### src/rtl/uart_fifo_ctrl.sv
`default_nettype none
// ============================================================================
// Module      : uart_fifo_ctrl
// Description : Buffered serial-port controller. Sits between the device
//               controller register bus and the UART receiver/transmitter.
//               Holds an RX FIFO fed by the receiver and a TX FIFO drained
//               autonomously into the transmitter by a small FSM. Exposes a
//               DATA / STATUS / CONTROL register map, sticky rxOverrun and
//               txOverflow flags and a registered interrupt request.
// Ports       : clk25, rst (sync, active-high)
//               enable_i, readEnable_i, addr_i, dataSave_i -> register access
//               dataLoad_o                                 <- read data (comb)
//               int_o                                      <- interrupt request
//               rxdReady_i, rxdData_i                      -> receiver byte
//               txdBusy_i                                  -> transmitter busy
//               txdStart_o, txdData_o                      <- transmitter start
// Options     : UART_FIFO_LOOPBACK_EN builds the CONTROL bit2 loopback path
//               (TX bytes are routed into RX instead of the transmitter).
// Revision    : 1.0 - initial release
// ============================================================================
module uart_fifo_ctrl #(
    parameter int RX_DEPTH_LOG2    = 4,
    parameter int TX_DEPTH_LOG2    = 4,
    parameter int RX_INT_THRESHOLD = 1
) (
    input  logic        clk25,
    input  logic        rst,
    input  logic        enable_i,
    input  logic        readEnable_i,
    input  logic [1:0]  addr_i,
    input  logic [31:0] dataSave_i,
    output logic [31:0] dataLoad_o,
    output logic        int_o,
    input  logic        rxdReady_i,
    input  logic [7:0]  rxdData_i,
    input  logic        txdBusy_i,
    output logic        txdStart_o,
    output logic [7:0]  txdData_o
);

    localparam int RX_DEPTH = 1 << RX_DEPTH_LOG2;
    localparam int TX_DEPTH = 1 << TX_DEPTH_LOG2;
    localparam int RX_CW    = RX_DEPTH_LOG2 + 1;
    localparam int TX_CW    = TX_DEPTH_LOG2 + 1;

    localparam logic [1:0] ADDR_DATA    = 2'd0;
    localparam logic [1:0] ADDR_STATUS  = 2'd1;
    localparam logic [1:0] ADDR_CONTROL = 2'd2;

    localparam logic [1:0] S_IDLE      = 2'd0;
    localparam logic [1:0] S_WAIT_BUSY = 2'd1;
    localparam logic [1:0] S_WAIT_DONE = 2'd2;

    logic [7:0]               rx_mem [RX_DEPTH];
    logic [RX_DEPTH_LOG2-1:0] rx_wr_ptr, rx_rd_ptr;
    logic [RX_CW-1:0]         rx_count;
    logic [7:0]               tx_mem [TX_DEPTH];
    logic [TX_DEPTH_LOG2-1:0] tx_wr_ptr, tx_rd_ptr;
    logic [TX_CW-1:0]         tx_count;

    logic       rx_overrun, tx_overflow;
    logic       rx_int_en, tx_int_en, loopback;
    logic [1:0] state, state_next;

    logic       wr_data, rd_data, wr_status, wr_control;
    logic       rx_empty, rx_full, tx_empty, tx_full;
    logic [7:0] rx_head, tx_head;
    logic       rx_push_req, rx_push, rx_pop;
    logic [7:0] rx_push_data;
    logic       tx_push, tx_pop, tx_launch, tx_loop;
    logic       unused_data_bits;

    assign wr_data    = enable_i & ~readEnable_i & (addr_i == ADDR_DATA);
    assign rd_data    = enable_i &  readEnable_i & (addr_i == ADDR_DATA);
    assign wr_status  = enable_i & ~readEnable_i & (addr_i == ADDR_STATUS);
    assign wr_control = enable_i & ~readEnable_i & (addr_i == ADDR_CONTROL);

    assign rx_empty = (rx_count == '0);
    assign rx_full  = (rx_count == RX_CW'(RX_DEPTH));
    assign tx_empty = (tx_count == '0);
    assign tx_full  = (tx_count == TX_CW'(TX_DEPTH));
    assign rx_head  = rx_mem[rx_rd_ptr];
    assign tx_head  = tx_mem[tx_rd_ptr];

    // Only the low byte of DATA writes and a few STATUS/CONTROL bits matter.
    assign unused_data_bits = ^dataSave_i[31:8];

    // In loopback the drain FSM is the only RX source; receiver pulses are ignored.
    assign rx_pop       = rd_data & ~rx_empty;
    assign rx_push_req  = loopback ? tx_loop : rxdReady_i;
    assign rx_push_data = loopback ? tx_head : rxdData_i;
    // A full FIFO still accepts a push when it pops in the same cycle.
    assign rx_push      = rx_push_req & (~rx_full | rx_pop);

    assign tx_pop  = tx_launch | tx_loop;
    assign tx_push = wr_data & (~tx_full | tx_pop);

    // ---------------- FIFO storage and pointers ----------------
    always_ff @(posedge clk25) begin
        if (rx_push) rx_mem[rx_wr_ptr] <= rx_push_data;
        if (tx_push) tx_mem[tx_wr_ptr] <= dataSave_i[7:0];
    end

    always_ff @(posedge clk25) begin
        if (rst) begin
            rx_wr_ptr <= '0;
            rx_rd_ptr <= '0;
            rx_count  <= '0;
            tx_wr_ptr <= '0;
            tx_rd_ptr <= '0;
            tx_count  <= '0;
        end else begin
            if (rx_push) rx_wr_ptr <= rx_wr_ptr + RX_DEPTH_LOG2'(1);
            if (rx_pop)  rx_rd_ptr <= rx_rd_ptr + RX_DEPTH_LOG2'(1);
            rx_count <= rx_count + RX_CW'(rx_push) - RX_CW'(rx_pop);
            if (tx_push) tx_wr_ptr <= tx_wr_ptr + TX_DEPTH_LOG2'(1);
            if (tx_pop)  tx_rd_ptr <= tx_rd_ptr + TX_DEPTH_LOG2'(1);
            tx_count <= tx_count + TX_CW'(tx_push) - TX_CW'(tx_pop);
        end
    end

    // ---------------- Sticky flags and control bits ----------------
    // A new drop in the same cycle as a clear wins, so no event is lost.
    always_ff @(posedge clk25) begin
        if (rst) begin
            rx_overrun  <= 1'b0;
            tx_overflow <= 1'b0;
            rx_int_en   <= 1'b1;
            tx_int_en   <= 1'b0;
        end else begin
            if (wr_status && dataSave_i[4]) rx_overrun <= 1'b0;
            if (rx_push_req && rx_full && !rx_pop) rx_overrun <= 1'b1;
            if (wr_status && dataSave_i[5]) tx_overflow <= 1'b0;
            if (wr_data && tx_full && !tx_pop) tx_overflow <= 1'b1;
            if (wr_control) begin
                rx_int_en <= dataSave_i[0];
                tx_int_en <= dataSave_i[1];
            end
        end
    end

`ifdef UART_FIFO_LOOPBACK_EN
    always_ff @(posedge clk25) begin
        if (rst)             loopback <= 1'b0;
        else if (wr_control) loopback <= dataSave_i[2];
    end
`else
    assign loopback = 1'b0;
`endif

    // ---------------- TX drain FSM ----------------
    always_ff @(posedge clk25) begin
        if (rst) state <= S_IDLE;
        else     state <= state_next;
    end

    always_comb begin
        state_next = state;
        case (state)
            S_IDLE:      if (!tx_empty && !loopback && !txdBusy_i) state_next = S_WAIT_BUSY;
            S_WAIT_BUSY: if (txdBusy_i)  state_next = S_WAIT_DONE;
            S_WAIT_DONE: if (!txdBusy_i) state_next = S_IDLE;
            default:     state_next = S_IDLE;
        endcase
    end

    // Loopback moves one byte per cycle straight into RX without leaving IDLE.
    always_comb begin
        tx_launch = 1'b0;
        tx_loop   = 1'b0;
        if (state == S_IDLE && !tx_empty) begin
            if (loopback)        tx_loop   = 1'b1;
            else if (!txdBusy_i) tx_launch = 1'b1;
        end
    end

    always_ff @(posedge clk25) begin
        if (rst) begin
            txdStart_o <= 1'b0;
            txdData_o  <= 8'h00;
            int_o      <= 1'b0;
        end else begin
            txdStart_o <= tx_launch;
            if (tx_launch) txdData_o <= tx_head;
            int_o <= (rx_int_en & (rx_count >= RX_CW'(RX_INT_THRESHOLD)))
                   | (tx_int_en & tx_empty & (state == S_IDLE));
        end
    end

    // ---------------- Read data ----------------
    always_comb begin
        dataLoad_o = '0;
        case (addr_i)
            ADDR_DATA: if (!rx_empty) dataLoad_o[7:0] = rx_head;
            ADDR_STATUS: begin
                dataLoad_o[0]     = ~rx_empty;
                dataLoad_o[1]     = ~tx_full;
                dataLoad_o[2]     = rx_full;
                dataLoad_o[3]     = tx_empty;
                dataLoad_o[4]     = rx_overrun;
                dataLoad_o[5]     = tx_overflow;
                dataLoad_o[15:8]  = 8'(rx_count);
                dataLoad_o[23:16] = 8'(tx_count);
            end
            ADDR_CONTROL: begin
                dataLoad_o[0] = rx_int_en;
                dataLoad_o[1] = tx_int_en;
                dataLoad_o[2] = loopback;
            end
            default: dataLoad_o = '0;
        endcase
    end

endmodule
`default_nettype wire
### config.mk
export PLATFORM = sky130hd
export DESIGN_NAME = uart_fifo_ctrl
export DESIGN_NICKNAME = d
export VERILOG_FILES = /design/src/rtl/uart_fifo_ctrl.sv
export SDC_FILE = /design/constraint.sdc
export NUM_CORES = 1
export LEC_CHECK = 0
export ABC_AREA = 1
export ABC_CLOCK_PERIOD_IN_PS = 4640
export CAP_MARGIN = 15
export CORE_MARGIN = 2
export CORE_UTILIZATION = 49
export DETAILED_ROUTE_END_ITERATION = 10
export GPL_TIMING_DRIVEN = 0
export PLACE_DENSITY_LB_ADDON = 0.3
export SETUP_SLACK_MARGIN = 0.5
export SLEW_MARGIN = 20
export SYNTH_ARGS = -nofsm -noshare
export SYNTH_HDL_FRONTEND = slang
export SYNTH_SLANG_ARGS = --single-unit
### constraint.sdc
create_clock -name clk25 -period 4.64 [get_ports clk25]
set_input_delay 0.464 -clock clk25 [delete_from_list [all_inputs] [get_ports clk25]]
set_output_delay 0.464 -clock clk25 [all_outputs]
set_load 0.01 [all_outputs]
# Word-level counts from Yosys, hierarchy flattened
# Memories as Yosys holds them, arrays and structs flattened. A register that Yosys moved wholly into a read port is not among the register bits.
# Cells that the tools add are included.
[word_totals] ramBits=256 memories=2 register_bits=34 out_inout_bits=42 in_bits=48 elab_cells=92
[memory_table] memory="rx_mem" depth=16 word_bits=8 read_ports=1 rd_clocked_by_memory_dff=1 write_ports=1 line_no="54" rtl="logic [7:0] rx_mem [RX_DEPTH];"
[memory_table] memory="tx_mem" depth=16 word_bits=8 read_ports=1 rd_clocked_by_memory_dff=1 write_ports=1 line_no="57" rtl="logic [7:0] tx_mem [TX_DEPTH];"
[classes] n_reduce_logical=19 muxes=21 bitwise=19 order_cmp=1 n_addsub=8 n_eq_ne=9
[ops] cell="4-bit by 1-bit adder with 4-bit output (second input constant)" n=4
[ops] cell="13-bit two-way mux" n=1
[ops] cell="1-bit AND" n=12
[ops] cell="5-bit by 1-bit adder with 5-bit output" n=2
[ops] cell="5-bit == test (second input constant)" n=2
[ops] cell="5-bit zero test" n=2
[ops] cell="1-bit two-way mux" n=10
[ops] cell="5-bit by 1-bit subtractor with 5-bit output" n=2
[ops] cell="3-bit one-hot mux with 3 select lines" n=1
[ops] cell="1-bit logical AND" n=8
[ops] cell="2-bit two-way mux" n=4
[ops] cell="4-bit two-way mux" n=2
[ops] cell="8-bit two-way mux" n=1
[ops] cell="2-bit inequality test (second input constant)" n=3
[ops] cell="2-bit one-hot mux with 3 select lines" n=1
[ops] cell="3-bit one-hot mux with 2 select lines" n=1
[ops] cell="5-bit by 1-bit greater-or-equal comparator with 1-bit output (second input constant)" n=1
[ops] cell="2-bit by 1-bit == test with 1-bit output (second input constant)" n=2
[ops] cell="2-bit == test (second input constant)" n=2
[ops] cell="1-bit zero test" n=4
[ops] cell="2-bit zero test" n=2
[ops] cell="1-bit inverter" n=4
[ops] cell="2-bit nonzero test" n=2
[ops] cell="1-bit OR" n=3
[ops] cell="3-bit AND reduction" n=1

# Logic depth before layout (Yosys ltp)
[depth] word_depth=8 mapped_depth=15 mapped_depth_nobuf=15

# Worst setup path before layout
# Ideal clock, no wire load.
[synth_timing] path_kind="register -> register" from="register tx_count[3]" to="register tx_count[4]" path_slack_ns=2.154 arrival_time_ns=2.364 required_time_ns=4.518 setup_ns=0.122 stages_incl_launch_ff=15 path_buffers=1 period_less_slack_ns=2.486 path_cell_list="dfxtp_1 inv_1 ha_1 nand4_1 nand2_4 clkinv_2 buf_6 ha_1 inv_1 ha_1 fa_1 a21oi_1 o21bai_1 o21ai_0 a21oi_1"
[synth_via] elab_chain_cells=8 word_cells_on_any_way=10 classes_between="2 x add/sub; 1 x eq/ne; 1 x mux; 3 x bitwise; 3 x reduce/logical"
[synth_lines] item="start, declared" line_no="59" rtl="logic [TX_CW-1:0] tx_count;"
[synth_lines] item="start signal, assigned" line_no="118" rtl="tx_count <= tx_count + TX_CW'(tx_push) - TX_CW'(tx_pop);"
[synth_lines] item="5-bit zero test *" line_no="80" rtl="assign tx_empty = (tx_count == '0);"
[synth_lines] item="1-bit zero test *" line_no="171" rtl="if (state == S_IDLE && !tx_empty) begin"
[synth_lines] item="1-bit logical AND *" line_no="171"
[synth_lines] item="1-bit two-way mux *" line_no="171"
[synth_lines] item="via tx_launch" line_no="70" rtl="logic tx_push, tx_pop, tx_launch, tx_loop;"
[synth_lines] item="1-bit OR" line_no="96" rtl="assign tx_push = wr_data & (~tx_full | tx_pop);"
[synth_lines] item="1-bit AND" line_no="96"
[synth_lines] item="5-bit by 1-bit adder with 5-bit output" line_no="118"
[synth_lines] item="5-bit by 1-bit subtractor with 5-bit output *" line_no="118"
# The timed path passes the listed nets; every way through them passes the cells marked *.
# A chain may end at the register's enable or synchronous reset.

==> impl_metrics.json <==
{
  "status": "complete, no violations",
  "end_kind": "primary output",
  "fp.dieW_um": 169,
  "nNetsFinal": 1500,
  "power_density_nw_per_um2": 473,
  "yosysSeqAreaShare_pct": 64.6,
  "synthesis.area_um2": 13300,
  "clkSinkCount": 302,
  "grt_overflow": 0,
  "finalWirelength_mm": 31.7,
  "r2r-end": "rx_count[4]",
  "die_area_um2": 28500,
  "hp-start": "rst",
  "path_max_fanout": 10,
  "postCtsSetupRepairBufs": 0,
  "grt_pass1_wl_mm": 48.6,
  "postRouteAntennaNets": 0,
  "wl_per_cell_um": 17.7,
  "antenna_found_initial": 0,
  "clock_path_buffers": 3,
  "cts_buffers": 30,
  "hold_path_end": "txdData_o[4]",
  "maxSlewHeadroom_pct": 31.6,
  "crit_type": "reg2out",
  "netlist-cell-type-count": 38,
  "cts_max_level": 1,
  "core_um2": 26800,
  "clk_pin_slew_worst_paths_ns": 0.06,
  "async_flop_share_pct": 0,
  "dr.pass1.iters": 5,
  "vias": 9254,
  "insertion_delay_ns": 0.56,
  "cts_tree": "done",
  "worstHoldPathCells": 4,
  "grt_pass1_vias": 8941,
  "final_common_cell": "nand2_1",
  "required_ns": 4.18,
  "setup_viol": 0,
  "hold_viol": 0,
  "cts_resized": 0,
  "netlist_instances": 1330,
  "fin_worst_skew_ns": 0.0163,
  "r2r-start": "rx_count[2]",
  "io_pins": 90,
  "synth_edf_count": 256,
  "reg2regPathDepth": 15,
  "grt_max_degree": 18,
  "fin_crit_ns": 3.20,
  "place.gp.congestion": 0.911,
  "start_kind": "flip-flop",
  "worstMarginPinSlew_ns": 1.02,
  "post-dp-hpwl_mm": 21.5,
  "drtIter0Drc": 774,
  "yosysWarnings": 0,
  "grt_use_total_pct": 22.4,
  "die_h_um": 169,
  "finalSetupTns_ns": 0,
  "rrSetupSlack_ns": 1.71,
  "timing.final.max_slew_violations": 0,
  "clockRootBuffer": "clkbuf_16",
  "cp.arrival_ns": 2.74,
  "syn_avg_cell_area_um2": 10.0,
  "maxCapViolCount": 0,
  "final_cell_mix": "399 x nand2_1, 256 x edfxtp_1, 157 x nand3_1",
  "hold_slack_ns": 0.366,
  "port_buffers": 50,
  "remaining_drc_errors": 0,
  "syn_to_final_growth_pct": 15.6,
  "power_leakage_nw": 6.29,
  "drive_gt1_share_pct": 9.18,
  "ir_worst_vdd_mv": 0.360,
  "finalCritPeriodShare_pct": 69.0,
  "ys.flop_type": "edfxtp_1",
  "timing.fmax_mhz": 313,
  "floorplan.initialDensity_pct": 49.7,
  "vias_per_cell": 5.17,
  "rsz0062_at_grt": "no",
  "cts_hold_buf": 0,
  "min_path_type": "in2reg",
  "synth_seq_cells": 302,
  "antenna_cells": 0,
  "rows": 60
}
[sequential cells by signal (all words and copies together) (netlist names), named ones only]
| register | flops |
|---|---|
| txdStart_o | 1 |
| state | 2 |
| tx_wr_ptr | 4 |
| rx_rd_ptr | 4 |
| tx_rd_ptr | 4 |
| rx_int_en | 1 |
| tx_overflow | 1 |
| txdData_o | 8 |
| int_o | 1 |
| tx_int_en | 1 |
| rx_count | 5 |
| rx_mem | 128 |
| rx_overrun | 1 |
| rx_wr_ptr | 4 |
| tx_mem | 128 |
| tx_count | 5 |
[worst max-delay path by stage]
stage / startpoint / to / slack, ns / depth (start not counted)
final: flip-flop / dataLoad_o[4] / 1.44 / 8
after global placement: addr_i[1] / rx_count[4] / 1.46 / 13
after detailed placement: addr_i[1] / rx_count[4] / 1.45 / 14
after CTS: flip-flop / dataLoad_o[4] / 1.47 / 8
after floorplan: tx_count[3] / tx_count[4] / 2.15 / 14
after global routing: flip-flop / dataLoad_o[4] / 1.36 / 8
[logic make-up (layout without fill, tap and decap cells)]
logic type               count (synthesis)  count (layout)  share of synthesized area [%]
XOR/XNOR                                10              10                          0.657
AO/OA/AOI/OAI                           75              75                           3.12
other                                    1              14                         0.0281
flip-flops                             302             302                           64.6
buffers and inverters                  216             322                           7.33
adder cells (fa/ha/maj)                 27              27                           2.65
AND/OR/NAND/NOR                        699             699                           21.6
[cells in the mapped netlist, types with 6 or more instances]
library cell	instances	area, um2
nand2_1	399	1500
edfxtp_1	256	7690
nand3_1	157	786
inv_1	133	499
nor2_1	127	477
dfxtp_1	46	921
buf_2	32	160
o21ai_0	30	150
ha_1	25	313
a21oi_1	24	120
buf_4	20	150
clkbuf_1	10	37.5
inv_2	8	30.0
o21ai_1	8	40.0
xor2_1	8	70.1
buf_6	6	67.6
nand2_2	6	37.5
o211ai_1	6	45.0
[power by group]
part / total, W / switching (W) / internal [W]
Clock: 0.00264 / 0.00100 / 0.00164
Sequential: 0.00313 / 0.0000683 / 0.00307
Combinational: 0.00150 / 0.000968 / 0.000537
[layout make-up]
class | instances | area [um2]
Tap cell | 341 | 427
Buffer | 70 | 423
Multi-Input combinational cell | 825 | 3790
Inverter | 146 | 554
Sequential cell | 302 | 8610
Timing Repair Buffer | 50 | 500
Fill cell | 2263 | 11400
Clock buffer | 45 | 920
Clock inverter | 11 | 181
[metal layers]
layer,part of all wire (%),vias to the layer above,track usage (%),routed length (um)
met5,0,-,0,0
met4,4.1,0,9.30,1310
met3,6.1,80,2.74,1950
met2,51,308,40.4,16100
met1,39,4341,27.3,12400
li1,-,4525,-,-
[worst max-delay path, cell delays in order, from the launching register on]
cell and delay (ns):
dfxtp_1 0.49, clkbuf_1 0.49, nand2_1 0.20, nand3_1 0.11, nand3_1 0.08, nand2_1 0.14
nand2_1 0.06, nand2_1 0.07, clkdlybuf4s50_1 0.53
[stage by stage]
step	cell area, um2	util [%]	power, W	setup WS (ns)	std cells
finish	15400	57.5	0.00728	1.44	1790
global route	15400	57.5	0.00760	1.36	1790
CTS	15400	57.5	0.00731	1.47	1790
detailed placement	14300	53.4	0.00468	1.45	1734
global placement	14300	53.4	0.00466	1.46	1734
floorplan	13400	-	0.00416	2.15	1343
No activity file was read; power rests on OpenSTA's default activity.
